[config.mk]
export PLATFORM = sky130hd
export DESIGN_NAME = host_byte_bridge_flat
export DESIGN_NICKNAME = d
export VERILOG_FILES = /design/src/rtl/host_byte_bridge_if.sv /design/src/rtl/host_byte_bridge.sv /design/src/flat_wrapper.sv
export SDC_FILE = /design/constraint.sdc
export NUM_CORES = 1
export LEC_CHECK = 0
export CAP_MARGIN = 20
export CORE_AREA = 2 2 123 125
export CTS_CLUSTER_DIAMETER = 200
export DETAILED_ROUTE_END_ITERATION = 12
export DIE_AREA = 0 0 125 127
export PLACE_DENSITY_LB_ADDON = 0.3
export SKIP_LAST_GASP = 1
export SLEW_MARGIN = 25
export SYNTH_ARGS = -nofsm -noshare
export SYNTH_HDL_FRONTEND = slang
export SYNTH_SLANG_ARGS = --single-unit
[constraint.sdc]
create_clock -name clk -period 6.2 [get_ports clk]
set_input_delay 1.24 -clock clk [delete_from_list [all_inputs] [get_ports clk]]
set_output_delay 1.24 -clock clk [all_outputs]
set_load 0.01 [all_outputs]
[src/rtl/host_byte_bridge_if.sv]
// ============================================================================
// host_byte_bridge_if : host byte link and core cmd/in/out channel bundle
// Revision: 1.0
// ============================================================================
`default_nettype none

interface host_byte_bridge_if #(
    parameter int CMD_W = 16
);
    logic [7:0]       rx_byte;
    logic             rx_valid;
    logic             rx_ready;
    logic [7:0]       tx_byte;
    logic             tx_valid;
    logic             tx_ready;
    logic [CMD_W-1:0] cmd;
    logic             cmd_hasAny;
    logic             cmd_consume;
    logic [63:0]      core_in;
    logic             core_in_isReady;
    logic             core_in_canReceive;
    logic [63:0]      core_out;
    logic             core_out_isReady;
    logic             core_out_canReceive;
    logic             busy;

    // master = the bridge, slave = host link plus core
    modport master (
        input  rx_byte, rx_valid, tx_ready, cmd_consume,
               core_in_canReceive, core_out, core_out_isReady,
        output rx_ready, tx_byte, tx_valid, cmd, cmd_hasAny,
               core_in, core_in_isReady, core_out_canReceive, busy
    );

    modport slave (
        output rx_byte, rx_valid, tx_ready, cmd_consume,
               core_in_canReceive, core_out, core_out_isReady,
        input  rx_ready, tx_byte, tx_valid, cmd, cmd_hasAny,
               core_in, core_in_isReady, core_out_canReceive, busy
    );
endinterface

`default_nettype wire

[src/rtl/host_byte_bridge.sv]
// ============================================================================
// host_byte_bridge : parses host opcode frames into core cmd/in/out traffic
// Revision: 1.0
// ============================================================================
`default_nettype none

module host_byte_bridge #(
    parameter int          CMD_W    = 16,
    parameter logic [7:0]  ERR_BYTE = 8'hEE
) (
    input  wire logic           clk,
    input  wire logic           rst_n,
    host_byte_bridge_if.master  bus
);

    typedef enum logic [3:0] {
        S_IDLE      = 4'd0,
        S_CMD_LO    = 4'd1,
        S_CMD_HI    = 4'd2,
        S_CMD_ISSUE = 4'd3,
        S_WR_CNT    = 4'd4,
        S_WR_BYTES  = 4'd5,
        S_WR_ISSUE  = 4'd6,
        S_RD_CNT    = 4'd7,
        S_RD_WAIT   = 4'd8,
        S_RD_BYTES  = 4'd9,
        S_ERR       = 4'd10
    } state_t;

    state_t           state_q;
    logic [7:0]       cmd_lo_q;
    logic [CMD_W-1:0] cmd_q;
    logic             cmd_hasAny_q;
    logic [63:0]      shreg_q;
    logic [63:0]      core_in_q;
    logic             core_in_isReady_q;
    logic             core_out_canReceive_q;
    logic [8:0]       words_left_q;
    logic [2:0]       byte_idx_q;
    logic             rx_ready_q;
    logic [7:0]       tx_byte_q;
    logic             tx_valid_q;

    logic        rx_fire;
    logic [15:0] cmd_full;
    logic [8:0]  n_words;

    assign rx_fire  = bus.rx_valid & rx_ready_q;
    assign cmd_full = {bus.rx_byte, cmd_lo_q};
    // A count byte of zero stands for the full 256-word burst
    assign n_words  = (bus.rx_byte == 8'd0) ? 9'd256 : {1'b0, bus.rx_byte};

    always_ff @(posedge clk or negedge rst_n) begin
        if (!rst_n) begin
            state_q               <= S_IDLE;
            cmd_lo_q              <= 8'd0;
            cmd_q                 <= '0;
            cmd_hasAny_q          <= 1'b0;
            shreg_q               <= 64'd0;
            core_in_q             <= 64'd0;
            core_in_isReady_q     <= 1'b0;
            core_out_canReceive_q <= 1'b0;
            words_left_q          <= 9'd0;
            byte_idx_q            <= 3'd0;
            rx_ready_q            <= 1'b0;
            tx_byte_q             <= 8'd0;
            tx_valid_q            <= 1'b0;
        end else begin
            case (state_q)
                S_IDLE: begin
                    if (rx_fire) begin
                        case (bus.rx_byte)
                            8'h01:   state_q <= S_CMD_LO;
                            8'h02:   state_q <= S_WR_CNT;
                            8'h03:   state_q <= S_RD_CNT;
                            default: begin
                                state_q    <= S_ERR;
                                rx_ready_q <= 1'b0;
                                tx_valid_q <= 1'b1;
                                tx_byte_q  <= ERR_BYTE;
                            end
                        endcase
                    end else begin
                        // first IDLE cycle after reset release opens the link
                        rx_ready_q <= 1'b1;
                    end
                end
                S_CMD_LO: begin
                    if (rx_fire) begin
                        cmd_lo_q <= bus.rx_byte;
                        state_q  <= S_CMD_HI;
                    end
                end
                S_CMD_HI: begin
                    if (rx_fire) begin
                        cmd_q        <= cmd_full[CMD_W-1:0];
                        cmd_hasAny_q <= 1'b1;
                        rx_ready_q   <= 1'b0;
                        state_q      <= S_CMD_ISSUE;
                    end
                end
                S_CMD_ISSUE: begin
                    if (bus.cmd_consume) begin
                        cmd_q        <= '0;
                        cmd_hasAny_q <= 1'b0;
                        rx_ready_q   <= 1'b1;
                        state_q      <= S_IDLE;
                    end
                end
                S_WR_CNT: begin
                    if (rx_fire) begin
                        words_left_q <= n_words;
                        byte_idx_q   <= 3'd0;
                        state_q      <= S_WR_BYTES;
                    end
                end
                S_WR_BYTES: begin
                    if (rx_fire) begin
                        shreg_q    <= {shreg_q[55:0], bus.rx_byte};
                        byte_idx_q <= byte_idx_q + 3'd1;
                        if (byte_idx_q == 3'd7) begin
                            core_in_q         <= {shreg_q[55:0], bus.rx_byte};
                            core_in_isReady_q <= 1'b1;
                            rx_ready_q        <= 1'b0;
                            state_q           <= S_WR_ISSUE;
                        end
                    end
                end
                S_WR_ISSUE: begin
                    if (bus.core_in_canReceive) begin
                        core_in_q         <= 64'd0;
                        core_in_isReady_q <= 1'b0;
                        rx_ready_q        <= 1'b1;
                        words_left_q      <= words_left_q - 9'd1;
                        state_q           <= (words_left_q == 9'd1) ? S_IDLE : S_WR_BYTES;
                    end
                end
                S_RD_CNT: begin
                    if (rx_fire) begin
                        words_left_q          <= n_words;
                        rx_ready_q            <= 1'b0;
                        core_out_canReceive_q <= 1'b1;
                        state_q               <= S_RD_WAIT;
                    end
                end
                S_RD_WAIT: begin
                    if (bus.core_out_isReady && core_out_canReceive_q) begin
                        shreg_q               <= bus.core_out;
                        core_out_canReceive_q <= 1'b0;
                        tx_valid_q            <= 1'b1;
                        tx_byte_q             <= bus.core_out[63:56];
                        byte_idx_q            <= 3'd0;
                        state_q               <= S_RD_BYTES;
                    end
                end
                S_RD_BYTES: begin
                    if (bus.tx_ready) begin
                        shreg_q    <= {shreg_q[55:0], 8'd0};
                        tx_byte_q  <= shreg_q[55:48];
                        byte_idx_q <= byte_idx_q + 3'd1;
                        if (byte_idx_q == 3'd7) begin
                            tx_valid_q   <= 1'b0;
                            tx_byte_q    <= 8'd0;
                            words_left_q <= words_left_q - 9'd1;
                            if (words_left_q == 9'd1) begin
                                rx_ready_q <= 1'b1;
                                state_q    <= S_IDLE;
                            end else begin
                                core_out_canReceive_q <= 1'b1;
                                state_q               <= S_RD_WAIT;
                            end
                        end
                    end
                end
                S_ERR: begin
                    if (bus.tx_ready) begin
                        tx_valid_q <= 1'b0;
                        tx_byte_q  <= 8'd0;
                        rx_ready_q <= 1'b1;
                        state_q    <= S_IDLE;
                    end
                end
                default: state_q <= S_IDLE;
            endcase
        end
    end

    assign bus.rx_ready            = rx_ready_q;
    assign bus.tx_byte             = tx_byte_q;
    assign bus.tx_valid            = tx_valid_q;
    assign bus.cmd                 = cmd_q;
    assign bus.cmd_hasAny          = cmd_hasAny_q;
    assign bus.core_in             = core_in_q;
    assign bus.core_in_isReady     = core_in_isReady_q;
    assign bus.core_out_canReceive = core_out_canReceive_q;
    assign bus.busy                = (state_q != S_IDLE);

endmodule

`default_nettype wire
[src/flat_wrapper.sv]
// flat-port wrapper written by rule: the top's interface ports become plain ports
module host_byte_bridge_flat 
#(
    parameter int          CMD_W    = 16,
    parameter logic [7:0]  ERR_BYTE = 8'hEE
)
  (clk, rst_n, bus_rx_byte, bus_rx_valid, bus_tx_ready, bus_cmd_consume, bus_core_in_canReceive, bus_core_out, bus_core_out_isReady, bus_rx_ready, bus_tx_byte, bus_tx_valid, bus_cmd, bus_cmd_hasAny, bus_core_in, bus_core_in_isReady, bus_core_out_canReceive, bus_busy);
  host_byte_bridge_if #(.CMD_W(CMD_W)) bus_i ();
  input  wire logic clk;
  input  wire logic rst_n;
  input wire logic [$bits(bus_i.rx_byte)-1:0] bus_rx_byte;
  input wire logic [$bits(bus_i.rx_valid)-1:0] bus_rx_valid;
  input wire logic [$bits(bus_i.tx_ready)-1:0] bus_tx_ready;
  input wire logic [$bits(bus_i.cmd_consume)-1:0] bus_cmd_consume;
  input wire logic [$bits(bus_i.core_in_canReceive)-1:0] bus_core_in_canReceive;
  input wire logic [$bits(bus_i.core_out)-1:0] bus_core_out;
  input wire logic [$bits(bus_i.core_out_isReady)-1:0] bus_core_out_isReady;
  output wire logic [$bits(bus_i.rx_ready)-1:0] bus_rx_ready;
  output wire logic [$bits(bus_i.tx_byte)-1:0] bus_tx_byte;
  output wire logic [$bits(bus_i.tx_valid)-1:0] bus_tx_valid;
  output wire logic [$bits(bus_i.cmd)-1:0] bus_cmd;
  output wire logic [$bits(bus_i.cmd_hasAny)-1:0] bus_cmd_hasAny;
  output wire logic [$bits(bus_i.core_in)-1:0] bus_core_in;
  output wire logic [$bits(bus_i.core_in_isReady)-1:0] bus_core_in_isReady;
  output wire logic [$bits(bus_i.core_out_canReceive)-1:0] bus_core_out_canReceive;
  output wire logic [$bits(bus_i.busy)-1:0] bus_busy;
  assign bus_i.rx_byte = bus_rx_byte;
  assign bus_i.rx_valid = bus_rx_valid;
  assign bus_i.tx_ready = bus_tx_ready;
  assign bus_i.cmd_consume = bus_cmd_consume;
  assign bus_i.core_in_canReceive = bus_core_in_canReceive;
  assign bus_i.core_out = bus_core_out;
  assign bus_i.core_out_isReady = bus_core_out_isReady;
  assign bus_rx_ready = bus_i.rx_ready;
  assign bus_tx_byte = bus_i.tx_byte;
  assign bus_tx_valid = bus_i.tx_valid;
  assign bus_cmd = bus_i.cmd;
  assign bus_cmd_hasAny = bus_i.cmd_hasAny;
  assign bus_core_in = bus_i.core_in;
  assign bus_core_in_isReady = bus_i.core_in_isReady;
  assign bus_core_out_canReceive = bus_i.core_out_canReceive;
  assign bus_busy = bus_i.busy;
  host_byte_bridge #(.CMD_W(CMD_W), .ERR_BYTE(ERR_BYTE)) u_core (.clk(clk), .rst_n(rst_n), .bus(bus_i));
endmodule
* After elaboration in Yosys (flattened, before gate mapping) *
Cells that the tools add are included.

storage, ports and cells
  flip-flop bits (word level) = 173
  input port bits = 79
  output and inout bits = 94
  word-level logic and storage cells = 152

operators by class
  $add $sub $neg = 2
  eq/ne operators = 34
  multiplexer cells = 76
  bitwise operators = 1
  reductions and logical operators = 26

operator list
  cell                                                   number
  two-way mux 64 bit                                     3
  two-way mux 56 bit                                     3
  one-hot mux 56 bit (3 select lines)                    1
  one-hot mux 64 bit (2 select lines)                    1
  two-way mux 4 bit                                      14
  two-way mux 8 bit                                      6
  two-way mux 9 bit                                      5
  one-hot mux 4 bit (11 select lines)                    1
  two-way mux 16 bit                                     2
  one-hot mux 16 bit (2 select lines)                    1
  one-hot mux 8 bit (4 select lines)                     1
  one-hot mux 9 bit (3 select lines)                     1
  two-way mux 1 bit                                      25
  inequality test 2 x 1 -> 1 bit, second input constant  12
  equality test 4 x 3 -> 1 bit, second input constant    4
  equality test 8 x 2 -> 1 bit, second input constant    2
  two-way mux 3 bit                                      5
  AND reduction 13 bit                                   1
  equality test 4 bit, second input constant             3
  inequality test 2 bit, second input constant           6
  one-hot mux 3 bit (4 select lines)                     1
  one-hot mux 4 bit (3 select lines)                     1
  AND reduction 6 bit                                    2
  nonzero test 4 bit                                     3
  other kinds (27)                                       35

* Longest topological paths before layout *
  depth in word-level cells = 5
  mapped depth = 9
  mapped depth without buffers = 7

* Worst setup path after synthesis *
Ideal clock, no wire load.

  path kind = input -> register
  start = input bus_rx_byte[3]
  end = register u_core.tx_valid_q (netlist: u_core.bus.tx_valid)
  library setup time = 0.128 ns
  arrival = 2.676 ns
  data required time = 6.072 ns
  slack = 3.396 ns
  stages = 5
  buffers on the path = 0
  cells stage by stage = or4_4 -> o41ai_4 -> a2111oi_4 -> o21ai_1 -> mux2_1

between the ends
  word-level cells in the longest chain between the ends = 4
  elaborated cells between the ends (all ways) = 6
  those cells by class = 4 x eq/ne; 2 x reduce/logical

ends and longest elaborated chain
  item                                                                                 RTL line                 RTL
  from (decl)                                                                          flat_wrapper.sv:11       input wire logic [$bits(bus_i.rx_byte)-1:0] bus_rx_byte;
  equality test 8 x 1 -> 1 bit / equality test 8 x 2 -> 1 bit (equally long branches)  host_byte_bridge.sv:72   case (bus.rx_byte)
  OR reduction 3 bit (no line) *                                                       n/a
  inequality test 2 bit (no line) *                                                    n/a
  AND reduction 7 bit (no line) *                                                      n/a
  to (signal assigned)                                                                 host_byte_bridge.sv:67   tx_valid_q <= 1'b0;
  to (signal assigned)                                                                 host_byte_bridge.sv:79   tx_valid_q <= 1'b1;
  to (signal assigned)                                                                 host_byte_bridge.sv:150  tx_valid_q <= 1'b1;
  to (decl)                                                                            host_byte_bridge.sv:42   logic tx_valid_q;

Mark *: on every way between the ends. The rest lies on a longest branch, timed or not.
A chain may end at the register's enable or synchronous reset.

* Worst setup path after layout *
  start = register u_core.state_q[2]
  end = output bus_busy

between the ends
  word-level cells in the longest chain between the ends = 1

ends and longest elaborated chain
  item                    RTL line                 RTL
  from (decl)             host_byte_bridge.sv:30   state_t state_q;
  from (signal assigned)  host_byte_bridge.sv:135  state_q <= (words_left_q == 9'd1) ? S_IDLE : S_WR_BYTES;
  nonzero test 4 bit      host_byte_bridge.sv:196  assign bus.busy = (state_q != S_IDLE);
  to (decl)               flat_wrapper.sv:26       output wire logic [$bits(bus_i.busy)-1:0] bus_busy;

No other way between the ends.

==> flow_metrics.tcl <==
set metrics [dict create \
    hpwl_um 14300 \
    worstPathCellList "or2_1 > nor3_2 > inv_1 > clkdlybuf4s50_1" \
    die_area_um2 15900 \
    cts_resized 0 \
    grt_pass1_vias 6425 \
    crit_cells 4 \
    ys_async_sr_fraction_pct 100 \
    cts-root-buf "clkbuf_16" \
    holdPathStages 1 \
    fin_nets 920 \
    fmax_ghz 0.272 \
    grt_overflow 0 \
    vias_per_cell 6.16 \
    crit_slowest_cell "dfrtp_1" \
    vdd_ir_drop_max_uv 207 \
    worstPathArrival_ns 2.44 \
    cts_max_path_buffers 2 \
    criticalPathCategory "reg2out" \
    avgRoutedWirePerCell_um 20.6 \
    cts_made_buffers 17 \
    clk_pin_slew_ns 0.06 \
    setup_viol 0 \
    r2r_end "u_core.shreg_q[9]" \
    initial_core_util_pct 54.1 \
    critical-path-max-stage-delay_ns 0.73 \
    syn_area_per_cell_um2 11.2 \
    holdPathEnd "u_core.bus.core_in_isReady" \
    fin_hold_ws_ns 0.481 \
    grt_pass1_wl_um 33900 \
    worstHoldPathType "reg2reg" \
    outcome "finished clean" \
    antenna_found_initial 0 \
    rsz0062_at_grt "no" \
    postCtsSetupBuffers 0 \
    die_y_um 127 \
    synth_top_cell_by_area "dfrtp_1" \
    core_region_area_um2 14400 \
    drv_slew 0 \
    track_usage_pct 26.7 \
    antennaDiodeCount 0 \
    hold_viol 0 \
    synth_cell_types 64 \
    period_share_pct 59.3 \
    htree_levels 4 \
    drtPass1Iterations 5 \
    worstReg2RegStart "u_core.state_q[0]" \
    tightest_slew_ns 0.937 \
    grt_use_met1_pct 36.2 \
    synth_area_leaders "dfrtp_1 (56%), a22o_1 (9.0%), mux2i_1 (6.4%)" \
    place_congestion 0.883 \
    clkLatencyLatePin_ns 0.42 \
    place_inst 1000 \
    skew_ns 0.00808 \
    fin_util_pct 70.8 \
    p_leak_nw 4.50 \
    cts.hold.buffers_added 0 \
    core.rowCount 44 \
    clock-sinks 173 \
    instances_no_fill 1033 \
    crit_path_end_kind "output pin" \
    period_needed_ns 3.68 \
    crit_family "buffers and inverters" \
    syn-num-nets 777 \
    grt_util_met3_pct 6.74 \
    start_kind "register" \
    finalSetupTns_ns 0 \
    port_buffers 172 \
    reg2reg_slack_ns 3.06 \
    pwr_density_cell_nw_per_um2 439 \
    yosys_warnings 0 \
    die_w_um 125 \
    synth-edff-count 0 \
    drc_errors 0 \
    synthToLayoutAreaGrowth_pct 31.0 \
    ios 173 \
    met2_usage_pct 43.0 \
    hp-start "u_core.bus.core_in_isReady" \
    vias 6360 \
    seq_area_frac_synth_pct 55.5 \
    cap_violations 0 \
    maxSlewHeadroom_pct 37.6 \
    dr.first_iter.drc_count 655 \
    worst_r2r_path_depth 7 \
    crit_fanout 18 \
    grt_max_degree 120 \
    required_ns 4.96 \
    syn-instance-count 694 \
    top_usage_layer "met2" \
    ys.flop_type "dfrtp_1" \
    tritoncts "done" \
    synth_top_area_share_pct 55.5 \
    ys_ff_latch 173 \
    cp_num_buf_inv 2 \
    postRouteAntennaNets 0 \
    syn_area_um2 7800 \
    drive_gt1_share_pct 7.77 \
    drt-total-wl_um 21300 \
]
-- synthesized netlist by cell type, types with 4 or more instances --
master	count
buf_2	34
a211oi_1	4
o21ai_1	5
buf_1	7
mux2i_1	50
nor3_1	6
ha_1	4
o21ai_0	69
mux2_2	10
nor2_1	24
nand3_1	9
clkbuf_1	15
nor2b_1	5
a31oi_1	6
a22o_1	80
a21oi_1	19
nand2b_1	5
inv_1	11
nand2_1	73
a22oi_1	20
dfrtp_1	173
-- report_power, final --
part           internal (mW)  switching, mW  leakage, nW
logic                  0.785          0.963         1.95
registers               1.44          0.268         2.28
clock network          0.600          0.427        0.280
total                   2.83           1.66         4.50
-- stage by stage --
stage / instance area (um2) / total power [mW] / worst slack (ns)
2_1_floorplan: 7800 / 2.86 / 3.40
3_5_place_dp: 9580 / 3.42 / 2.28
3_3_place_gp: 9580 / 3.34 / 2.38
4_1_cts: 10100 / 4.46 / 2.59
5_1_grt: 10200 / 4.77 / 2.50
6_report: 10200 / 4.49 / 2.52
-- state kept, by name, indices dropped and copies added (netlist names), 3 cells and up --
register	cells
u_core.bus.core_in	64
u_core.shreg_q	56
u_core.bus.cmd	16
u_core.words_left_q	9
u_core.bus.tx_byte	8
u_core.cmd_lo_q	8
u_core.state_q	4
u_core.byte_idx_q	3
-- worst max path at each step --
| stage | slack (ns) | endpoint | start |
|---|---|---|---|
| final | 2.52 | bus_busy | u_core.state_q[2] |
| after global routing | 2.50 | bus_busy | u_core.state_q[3] |
| after detailed placement | 2.28 | u_core.shreg_q[9] | bus_rx_valid |
| after CTS | 2.59 | bus_busy | u_core.state_q[2] |
| after global placement | 2.38 | u_core.shreg_q[7] | bus_rx_valid |
| after floorplan | 3.40 | u_core.bus.tx_valid | bus_rx_byte[3] |
-- cells by family after synthesis --
family	after synthesis	share of synthesized area [%]
AO/OA/AOI/OAI	238	22.1
XOR/XNOR	3	0.337
adder cells (fa/ha/maj)	5	0.786
buffers and inverters	69	3.92
flip-flops	173	55.5
multiplexers	62	8.15
AND/OR/NAND/NOR	144	9.15
-- cell type report --
cell class	count	area (um2)
Clock buffer	20	447
Clock inverter	11	119
Fill cell	1056	4210
Inverter	12	45.0
Multi-Input combinational cell	452	3210
Sequential cell	173	4330
Tap cell	184	230
Timing Repair Buffer	181	1830
-- worst register-to-register path: stages, from the launching register on --
cell	delay, ns
dfrtp_1	0.73
nor4b_2	0.46
buf_4	0.44
a22oi_1	0.21
o221ai_4	0.20
buf_16	0.23
buf_4	0.50
o21ai_0	0.23
-- routing by layer --
metal	wire, um	part of all wire [%]
met5	0	0
met4	302	1.4
met3	1560	7.3
met2	10300	48
met1	9090	43
-- cell usage in the layout, fill, tap and decap left out, types with 4 or more instances in the layout --
| master | count |
|---|---|
| o21ai_1 | 4 |
| dfrtp_1 | 173 |
| nor2_1 | 23 |
| buf_4 | 7 |
| nand2b_1 | 5 |
| mux2i_1 | 50 |
| inv_1 | 11 |
| o21ai_0 | 69 |
| clkdlybuf4s50_1 | 171 |
| a211oi_1 | 4 |
| mux2_2 | 10 |
| nand3_1 | 9 |
| a22o_1 | 80 |
| clkbuf_16 | 17 |
| nor3_1 | 6 |
| clkinv_2 | 5 |
| nand2_1 | 73 |
| ha_1 | 4 |
| a22oi_1 | 20 |
| a31oi_1 | 6 |
| nor2b_1 | 5 |
| a21oi_1 | 19 |
Power figures use the tool's default switching activity.
